## config.mk

```make
export PLATFORM = sky130hd
export DESIGN_NAME = fifo_ctrl_flat
export DESIGN_NICKNAME = d
export VERILOG_FILES = /design/src/rtl/fifo_pkg.sv /design/src/rtl/fifo_ctrl_if.sv /design/src/rtl/fifo_ptr.sv /design/src/rtl/fifo_ctrl.sv /design/src/flat_wrapper.sv
export SDC_FILE = /design/constraint.sdc
export NUM_CORES = 1
export LEC_CHECK = 0
export CAP_MARGIN = 0
export CORE_ASPECT_RATIO = 0.8
export CORE_UTILIZATION = 25
export DETAILED_ROUTE_END_ITERATION = 7
export PLACE_DENSITY_LB_ADDON = 0.1
export SLEW_MARGIN = 20
export SYNTH_ARGS = -nofsm -noshare
export SYNTH_HDL_FRONTEND = slang
export SYNTH_SLANG_ARGS = --single-unit
```

## constraint.sdc

```tcl
create_clock -name clk_i -period 3.5 [get_ports clk_i]
set_input_delay 1.05 -clock clk_i [delete_from_list [all_inputs] [get_ports clk_i]]
set_output_delay 1.05 -clock clk_i [all_outputs]
set_load 0.01 [all_outputs]
```

## src/rtl/fifo_pkg.sv

```systemverilog
// Shared constants, depth helper and status bundle for the FIFO controller.
// Imported by fifo_ctrl_if, fifo_ptr and fifo_ctrl.
package fifo_pkg;

    localparam int FIFO_ADDR_BITS   = 3;
    localparam int FIFO_WORD_LENGTH = 8;

    typedef struct packed {
        logic full;
        logic empty;
        logic almost_full;
        logic almost_empty;
    } fifo_status_t;

    function automatic int unsigned fifo_depth(input int unsigned addr_bits);
        return 32'd1 << addr_bits;
    endfunction

endpackage

```

## src/rtl/fifo_ctrl_if.sv

```systemverilog
// Request/status bundle between a FIFO user (master) and fifo_ctrl (slave).
// Ports: wr_i/rd_i/clr_i requests; wr_en_o, w/r addresses, count, status, error flags.
interface fifo_ctrl_if
    import fifo_pkg::*;
#(
    parameter int AddrBits = FIFO_ADDR_BITS
) ();

    logic                wr_i;
    logic                rd_i;
    logic                clr_i;
    logic                wr_en_o;
    logic [AddrBits-1:0] w_addr_o;
    logic [AddrBits-1:0] r_addr_o;
    logic [AddrBits:0]   count_o;
    logic                full_o;
    logic                empty_o;
    logic                almost_full_o;
    logic                almost_empty_o;
    logic                overflow_o;
    logic                underflow_o;

    modport master (
        output wr_i, rd_i, clr_i,
        input  wr_en_o, w_addr_o, r_addr_o, count_o,
        input  full_o, empty_o, almost_full_o, almost_empty_o,
        input  overflow_o, underflow_o
    );

    modport slave (
        input  wr_i, rd_i, clr_i,
        output wr_en_o, w_addr_o, r_addr_o, count_o,
        output full_o, empty_o, almost_full_o, almost_empty_o,
        output overflow_o, underflow_o
    );

endinterface

```

## src/rtl/fifo_ptr.sv

```systemverilog
// Wrapping Bits-wide pointer register: async reset, sync clear, increment enable.
// Ports: clk_i, rst_i, clr_i (priority over inc_i), inc_i, ptr_o.
module fifo_ptr #(
    parameter int Bits = 3
) (
    input  logic            clk_i,
    input  logic            rst_i,
    input  logic            clr_i,
    input  logic            inc_i,
    output logic [Bits-1:0] ptr_o
);

    logic [Bits-1:0] r_ptr;

    always_ff @(posedge clk_i or posedge rst_i) begin
        if (rst_i) begin
            r_ptr <= '0;
        end else if (clr_i) begin
            r_ptr <= '0;
        end else if (inc_i) begin
            r_ptr <= r_ptr + Bits'(1);
        end
    end

    assign ptr_o = r_ptr;

endmodule

```

## src/rtl/fifo_ctrl.sv

```systemverilog
// FIFO pointer/occupancy controller driving a register file with async read.
// Ports: clk_i, rst_i (async, active-high), bus (fifo_ctrl_if.slave).
// Optional sticky overflow/underflow flags: define FIFO_CTRL_ERR_FLAGS_EN.
module fifo_ctrl
    import fifo_pkg::*;
#(
    parameter int AddrBits      = FIFO_ADDR_BITS,
    parameter int AlmostFullTh  = 6,
    parameter int AlmostEmptyTh = 2
) (
    input logic        clk_i,
    input logic        rst_i,
    fifo_ctrl_if.slave bus
);

    localparam logic [AddrBits:0] Depth =
        (AddrBits+1)'(fifo_depth(int'(AddrBits)));
    localparam logic [AddrBits:0] AfTh = (AddrBits+1)'(AlmostFullTh);
    localparam logic [AddrBits:0] AeTh = (AddrBits+1)'(AlmostEmptyTh);

    logic [AddrBits:0]   r_count;
    logic [AddrBits:0]   w_count_nxt;
    logic [AddrBits-1:0] w_head;
    logic [AddrBits-1:0] w_tail;
    logic                w_wr_acc;
    logic                w_rd_acc;
    fifo_status_t        w_status;

    // Status depends on the count register only.
    assign w_status.full         = (r_count == Depth);
    assign w_status.empty        = (r_count == '0);
    assign w_status.almost_full  = (r_count >= AfTh);
    assign w_status.almost_empty = (r_count <= AeTh);

    // A flush suppresses both accepts so nothing reaches the register file.
    assign w_wr_acc = bus.wr_i & ~w_status.full & ~bus.clr_i;
    assign w_rd_acc = bus.rd_i & ~w_status.empty & ~bus.clr_i;

    fifo_ptr #(.Bits(AddrBits)) u_tail (
        .clk_i (clk_i),
        .rst_i (rst_i),
        .clr_i (bus.clr_i),
        .inc_i (w_wr_acc),
        .ptr_o (w_tail)
    );

    fifo_ptr #(.Bits(AddrBits)) u_head (
        .clk_i (clk_i),
        .rst_i (rst_i),
        .clr_i (bus.clr_i),
        .inc_i (w_rd_acc),
        .ptr_o (w_head)
    );

    always_comb begin
        w_count_nxt = r_count;
        unique case ({w_wr_acc, w_rd_acc})
            2'b10:   w_count_nxt = r_count + (AddrBits+1)'(1);
            2'b01:   w_count_nxt = r_count - (AddrBits+1)'(1);
            default: w_count_nxt = r_count;
        endcase
    end

    always_ff @(posedge clk_i or posedge rst_i) begin
        if (rst_i) begin
            r_count <= '0;
        end else if (bus.clr_i) begin
            r_count <= '0;
        end else begin
            r_count <= w_count_nxt;
        end
    end

`ifdef FIFO_CTRL_ERR_FLAGS_EN
    logic r_overflow;
    logic r_underflow;

    always_ff @(posedge clk_i or posedge rst_i) begin
        if (rst_i) begin
            r_overflow  <= 1'b0;
            r_underflow <= 1'b0;
        end else if (bus.clr_i) begin
            r_overflow  <= 1'b0;
            r_underflow <= 1'b0;
        end else begin
            if (bus.wr_i & w_status.full) begin
                r_overflow <= 1'b1;
            end
            if (bus.rd_i & w_status.empty) begin
                r_underflow <= 1'b1;
            end
        end
    end

    assign bus.overflow_o  = r_overflow;
    assign bus.underflow_o = r_underflow;
`else
    assign bus.overflow_o  = 1'b0;
    assign bus.underflow_o = 1'b0;
`endif

    assign bus.wr_en_o        = w_wr_acc;
    assign bus.w_addr_o       = w_tail;
    assign bus.r_addr_o       = w_head;
    assign bus.count_o        = r_count;
    assign bus.full_o         = w_status.full;
    assign bus.empty_o        = w_status.empty;
    assign bus.almost_full_o  = w_status.almost_full;
    assign bus.almost_empty_o = w_status.almost_empty;

endmodule
```

## src/flat_wrapper.sv

```systemverilog
// flat-port wrapper written by rule: the top's interface ports become plain ports
module fifo_ctrl_flat import fifo_pkg::*;
#(
    parameter int AddrBits      = FIFO_ADDR_BITS,
    parameter int AlmostFullTh  = 6,
    parameter int AlmostEmptyTh = 2
)
  (clk_i, rst_i, bus_wr_i, bus_rd_i, bus_clr_i, bus_wr_en_o, bus_w_addr_o, bus_r_addr_o, bus_count_o, bus_full_o, bus_empty_o, bus_almost_full_o, bus_almost_empty_o, bus_overflow_o, bus_underflow_o);
  fifo_ctrl_if #(.AddrBits(AddrBits)) bus_i ();
  input logic clk_i;
  input logic rst_i;
  input wire logic [$bits(bus_i.wr_i)-1:0] bus_wr_i;
  input wire logic [$bits(bus_i.rd_i)-1:0] bus_rd_i;
  input wire logic [$bits(bus_i.clr_i)-1:0] bus_clr_i;
  output wire logic [$bits(bus_i.wr_en_o)-1:0] bus_wr_en_o;
  output wire logic [$bits(bus_i.w_addr_o)-1:0] bus_w_addr_o;
  output wire logic [$bits(bus_i.r_addr_o)-1:0] bus_r_addr_o;
  output wire logic [$bits(bus_i.count_o)-1:0] bus_count_o;
  output wire logic [$bits(bus_i.full_o)-1:0] bus_full_o;
  output wire logic [$bits(bus_i.empty_o)-1:0] bus_empty_o;
  output wire logic [$bits(bus_i.almost_full_o)-1:0] bus_almost_full_o;
  output wire logic [$bits(bus_i.almost_empty_o)-1:0] bus_almost_empty_o;
  output wire logic [$bits(bus_i.overflow_o)-1:0] bus_overflow_o;
  output wire logic [$bits(bus_i.underflow_o)-1:0] bus_underflow_o;
  assign bus_i.wr_i = bus_wr_i;
  assign bus_i.rd_i = bus_rd_i;
  assign bus_i.clr_i = bus_clr_i;
  assign bus_wr_en_o = bus_i.wr_en_o;
  assign bus_w_addr_o = bus_i.w_addr_o;
  assign bus_r_addr_o = bus_i.r_addr_o;
  assign bus_count_o = bus_i.count_o;
  assign bus_full_o = bus_i.full_o;
  assign bus_empty_o = bus_i.empty_o;
  assign bus_almost_full_o = bus_i.almost_full_o;
  assign bus_almost_empty_o = bus_i.almost_empty_o;
  assign bus_overflow_o = bus_i.overflow_o;
  assign bus_underflow_o = bus_i.underflow_o;
  fifo_ctrl #(.AddrBits(AddrBits), .AlmostFullTh(AlmostFullTh), .AlmostEmptyTh(AlmostEmptyTh)) u_core (.clk_i(clk_i), .rst_i(rst_i), .bus(bus_i));
endmodule
```

-- After elaboration in Yosys (flattened, before gate mapping)
Cells that the tools add are included.
- bits in registers: 10
- input port bits: 5
- output and inout bits: 17
- logic and storage cells: 29
- add/sub/neg operators: 4
- $lt $le $gt $ge: 2
- eq/ne operators: 3
- mux-type cells: 6
- bitwise logic cells: 7
- reductions and logical operators: 4
- operators by type and width (operator ; count):
    3-bit two-way mux ; 4
    4-bit one-hot mux with 2 select lines ; 1
    3-bit by 1-bit adder with 3-bit output (second input constant) ; 2
    4-bit by 1-bit adder with 4-bit output (second input constant) ; 1
    1-bit AND ; 4
    4-bit equality test (second input constant) ; 1
    4-bit by 3-bit greater-or-equal comparator with 1-bit output (second input constant) ; 1
    4-bit by 2-bit <= comparator with 1-bit output (second input constant) ; 1
    4-bit logical NOT ; 1
    4-bit two-way mux ; 1
    2-bit nonzero test ; 2
    4-bit by 1-bit subtractor with 4-bit output (second input constant) ; 1
    1-bit inverter ; 3
    3-bit nonzero test ; 1
    2-bit by 1-bit equality test with 1-bit output (second input constant) ; 1
    2-bit equality test (second input constant) ; 1

-- Depth between registers and ports, before layout
- depth after elaboration: 7
- depth in mapped cells: 9
- depth with buffers taken out: 7

-- Hierarchy
A second synthesis with hierarchy kept.
- cell total of the unflattened synthesis: 74
- area, all modules: 755.7 µm²
- modules (own cells, without submodules) (module ; instances ; cells each ; area an instance (µm²) ; seq. area each (µm²)):
    fifo_ctrl ; 1 ; 50 ; 475.5 ; 100.1
    fifo_ptr ; 2 ; 12 ; 140.1 ; 75.1

-- Least setup slack after synthesis
Ideal clock, no wire load.
- path type: register to register
- start point: reg u_core.r_count[1] (netlist: u_core.bus.count_o[1])
- end point: reg u_core.r_count[3] (netlist: u_core.bus.count_o[3])
- setup time: 0.133 ns
- data arrival time: 2.645 ns
- required time: 3.367 ns
- slack: 0.721 ns
- cell stages (with the launch flop): 10
- buffers on the path: 2
- clock period less this slack: 2.779 ns
- cells stage by stage: dfrtp_1 > buf_2 > or4b_1 > buf_2 > a211oi_1 > ha_1 > and3_1 > o211ai_1 > mux2i_1 > o211ai_1
- word-level cells in the longest chain between the ends: 7
- elaborated cells on any way between the ends: 15
- those cells by class: add/sub: 2; eq/ne: 3; mux: 2; bitwise: 6; reduce/logical: 2
- RTL lines (item ; RTL line ; text):
    from (decl) ; fifo_ctrl.sv:21 ; logic [AddrBits:0] r_count;
    from (signal assigned) ; fifo_ctrl.sv:70 ; r_count <= w_count_nxt;
    4-bit equality test or 4-bit logical NOT (tied branches) ; fifo_ctrl.sv:30, fifo_ctrl.sv:31 ;
    1-bit inverter, on equally long branches ; fifo_ctrl.sv:36, fifo_ctrl.sv:37 ;
    1-bit AND, on equally long branches (2 in a row) ; fifo_ctrl.sv:36, fifo_ctrl.sv:37 ;
    2-bit by 1-bit equality test with 1-bit output or 2-bit equality test (tied branches) ; fifo_ctrl.sv:57 ; unique case ({w_wr_acc, w_rd_acc})
    4-bit one-hot mux with 2 select lines ; fifo_ctrl.sv:57 ;
    4-bit two-way mux ; fifo_ctrl.sv:67 ; end else if (bus.clr_i) begin
Several ways; a longest one is shown, not always the timed one.
A chain may end at the register's enable or synchronous reset.

-- Worst setup path in the final report
- start point: in bus_wr_i
- end point: out bus_wr_en_o
- word-level cells in the longest chain between the ends: 2
- RTL lines (item ; RTL line ; text):
    from (decl) ; flat_wrapper.sv:12 ; input wire logic [$bits(bus_i.wr_i)-1:0] bus_wr_i;
    1-bit AND (2 in a row) ; fifo_ctrl.sv:36 ; assign w_wr_acc = bus.wr_i & ~w_status.full & ~bus.clr_i;
    to (decl) ; flat_wrapper.sv:15 ; output wire logic [$bits(bus_i.wr_en_o)-1:0] bus_wr_en_o;
Every way passes these cells.

==> results.md <==
* 1st-iter DRT viols at 24
* GP Congestion at 0.778
* Post-synth EDFFs at 0
* Pre-antenna DRT Iters at 4
* Post-detail-place hpwl at 1170 um
* Hold-fix buffers, CTS at 0
* Syn_area_per_cell at 9.55 sq um
* Number of max-cap violations at 0
* DIE WIDTH at 61.5 um
* Commonest cells in the synthesized netlist: nor2_1, dfrtp_1, ha_1, mux2i_1
* DR DRC count at 0
* Arr. time, crit path at 2.29 ns
* Predominant post-synthesis flop cell: dfrtp_1
* H-tree levels at 1
* Worst Min Path Start: u_core.u_tail.ptr_o[2]
* Global-route wire length before repair at 2610 um
* Most common cell in the netlist: nor2_1
* Io pins at 22
* Clk root buf: clkbuf_4
* Row count at 16
* Yosys cell types at 29
* Final setup TNS at 0 ns
* Mapped Area at 707 sq um
* Die area at 3050 sq um
* Core box area at 2560 sq um
* GRT Resource Usage Total at 11.9%
* Slowest stage delay, CP at 0.54 ns
* Crit path launch type: input pin
* Initial antenna violation count at 0
* Crit end category: output pin
* Total CTS buffers at 3
* Worst skew pair latency at 0.25 ns
* Remaining global-route overflow at 0
* CP cell instances: clkdlybuf4s50_1, nand2_1, nor2_1, clkdlybuf4s50_1
* Initial Util at 27.6%
* Period utilization at 95.4%
* Post-synth top area share at 35.4%
* Synthesized flop and latch total at 10
* Worst R2R Start: u_core.bus.count_o[2]
* Final setup fails at 0
* CTS tree: built
* Clk_skew at 0.00215 ns
* WHS Path Cells at 2
* Largest net degree at the start of global routing at 14
* Nets at 108
* Leading post-synthesis cells by cell area: dfrtp_1, ha_1, nor2_1
* Final slew viol count at 0
* RSZ-0062 raised after global routing: false
* P_leak at 0.461 nW
* Internal power at 0.000414 W
* Share of cells above drive strength 1 at 15.6%
* Clock Sinks at 10
* Fmax achieved at 299 MHz
* Worst hold endpoint: u_core.u_tail.ptr_o[2]
* Avg WL per Cell at 11.5 um
* Reg power frac at 26.4%
* Total power at 0.000679 W
* Clock transition at path regs at 0.06 ns
* Final hold violation count at 0
* Sw frac at 39.1%
* Top cell by count, worst path: clkdlybuf4s50_1
* Worst R2R Path Depth at 8
* Area grow syn2layout at 38.1%
* Vias per inst at 4.48
* Worst path required time at 2.45 ns
* Post-CTS sizing at 0
* Setup CP Type: input pin to output pin
* Part of the Yosys area used for sequential elements at 35.4%
* CP max-delay cell: clkdlybuf4s50_1
* Max Buffers Root-to-Sink at 2
* Die Ht at 49.6 um
* Antenna Cells at 0
* Psw at 0.000266 W
* Capturing point of the worst reg2reg path: u_core.bus.count_o[3]
* Yosys warnings at 0
* Gate Count Post-Synth at 74
* Final worst path period need at 3.34 ns
* Worst vdd ir at 312 uV
* Power Density at 696 nW/um^2
* Clock power share at 10.7%
* Number of I/O port buffers at 19
* Worst min path class: flop to flop
* Synth area leader: dfrtp_1
* Routed vias at 591
* Vias in the first global route at 546
* Final wirelength at 1520 um
* Final ANT Viol Nets at 0
* Async SR Flop Fraction at 100%
* Crit path max fanout at 3
* Layout Utilization at 38.1%
* Post-CTS Setup Inserts at 0
* Combinational power share at 62.9%
* R2R Setup Slk at 0.74 ns
* Outcome: complete, no violations
worst max-delay path by stage:
stage	from	endpoint	slack (ns)	cells after the start
floorplan	u_core.bus.count_o[1]	u_core.bus.count_o[3]	0.72	9
global placement	bus_wr_i	bus_wr_en_o	0.17	4
detailed placement	bus_wr_i	bus_wr_en_o	0.15	4
CTS	bus_wr_i	bus_wr_en_o	0.14	4
global route	bus_wr_i	bus_wr_en_o	0.08	4
finish	bus_wr_i	bus_wr_en_o	0.16	4
power by group through the flow:
stage | Clock [W] | Sequential [W] | Combinational (W)
after CTS | 0.0000775 | 0.000180 | 0.000432
after detailed placement | 0 | 0.000183 | 0.000429
after global routing | 0.0000879 | 0.000185 | 0.000471
after global placement | 0 | 0.000181 | 0.000432
after floorplan | 0 | 0.000189 | 0.000242
final | 0.0000727 | 0.000179 | 0.000427
routing by layer:
layer | part of all wire (%) | routed length, um | up-vias | GRT usage, %
met2 | 45 | 678 | 17 | 17.2
met5 | 0 | 0 | - | 0
met4 | 0 | 0 | 0 | 1.11
li1 | - | - | 296 | -
met3 | 5.5 | 84 | 0 | 5.51
met1 | 50 | 756 | 278 | 16.7
flip-flops by register name, indices dropped and copies added, names as in the netlist:
register             flops
u_core.u_tail.ptr_o      3
u_core.u_head.ptr_o      3
u_core.bus.count_o       4
cell families after synthesis:
group,after synthesis,share of synthesized area [%]
compound gates,12,15.4
xor+xnor,6,7.43
fa+ha+maj,5,9.91
buf+inv,12,9.02
flops,10,35.4
mux,4,5.66
other cells,1,0.530
simple gates,24,16.6
critical path, delay by kind of cell:
| kind | cells | cell delay, ns |
|---|---|---|
| buf+inv | 2 | 1.01 |
| simple gates | 2 | 0.22 |
placed cells by master, fill, tap and decap left out, drive strengths merged, types with 4 or more instances in the layout:
| cell | n |
|---|---|
| clkdlybuf4s50 | 19 |
| nor2 | 11 |
| dfrtp | 10 |
| buf | 8 |
| a211oi | 5 |
| mux2i | 4 |
| ha | 4 |
area by class of cell:
| class | count | area (sq um) |
|---|---|---|
| Tap cell | 36 | 45.0 |
| Sequential cell | 10 | 250 |
| Multi-Input combinational cell | 53 | 397 |
| Clock buffer | 3 | 22.5 |
| Timing Repair Buffer | 27 | 250 |
| Inverter | 3 | 11.3 |
| Fill cell | 275 | 1590 |
metrics by stage:
step | cell area [sq um] | worst slack, ns | std cells | hold slack [ns]
after floorplan | 711 | 0.721 | 75 | 0.567
after global placement | 953 | 0.169 | 129 | 0.528
after detailed placement | 953 | 0.146 | 129 | 0.526
after CTS | 976 | 0.145 | 132 | 0.543
after global routing | 976 | 0.0814 | 132 | 0.592
final | 976 | 0.161 | 132 | 0.534
Power figures use the tool's default switching activity.
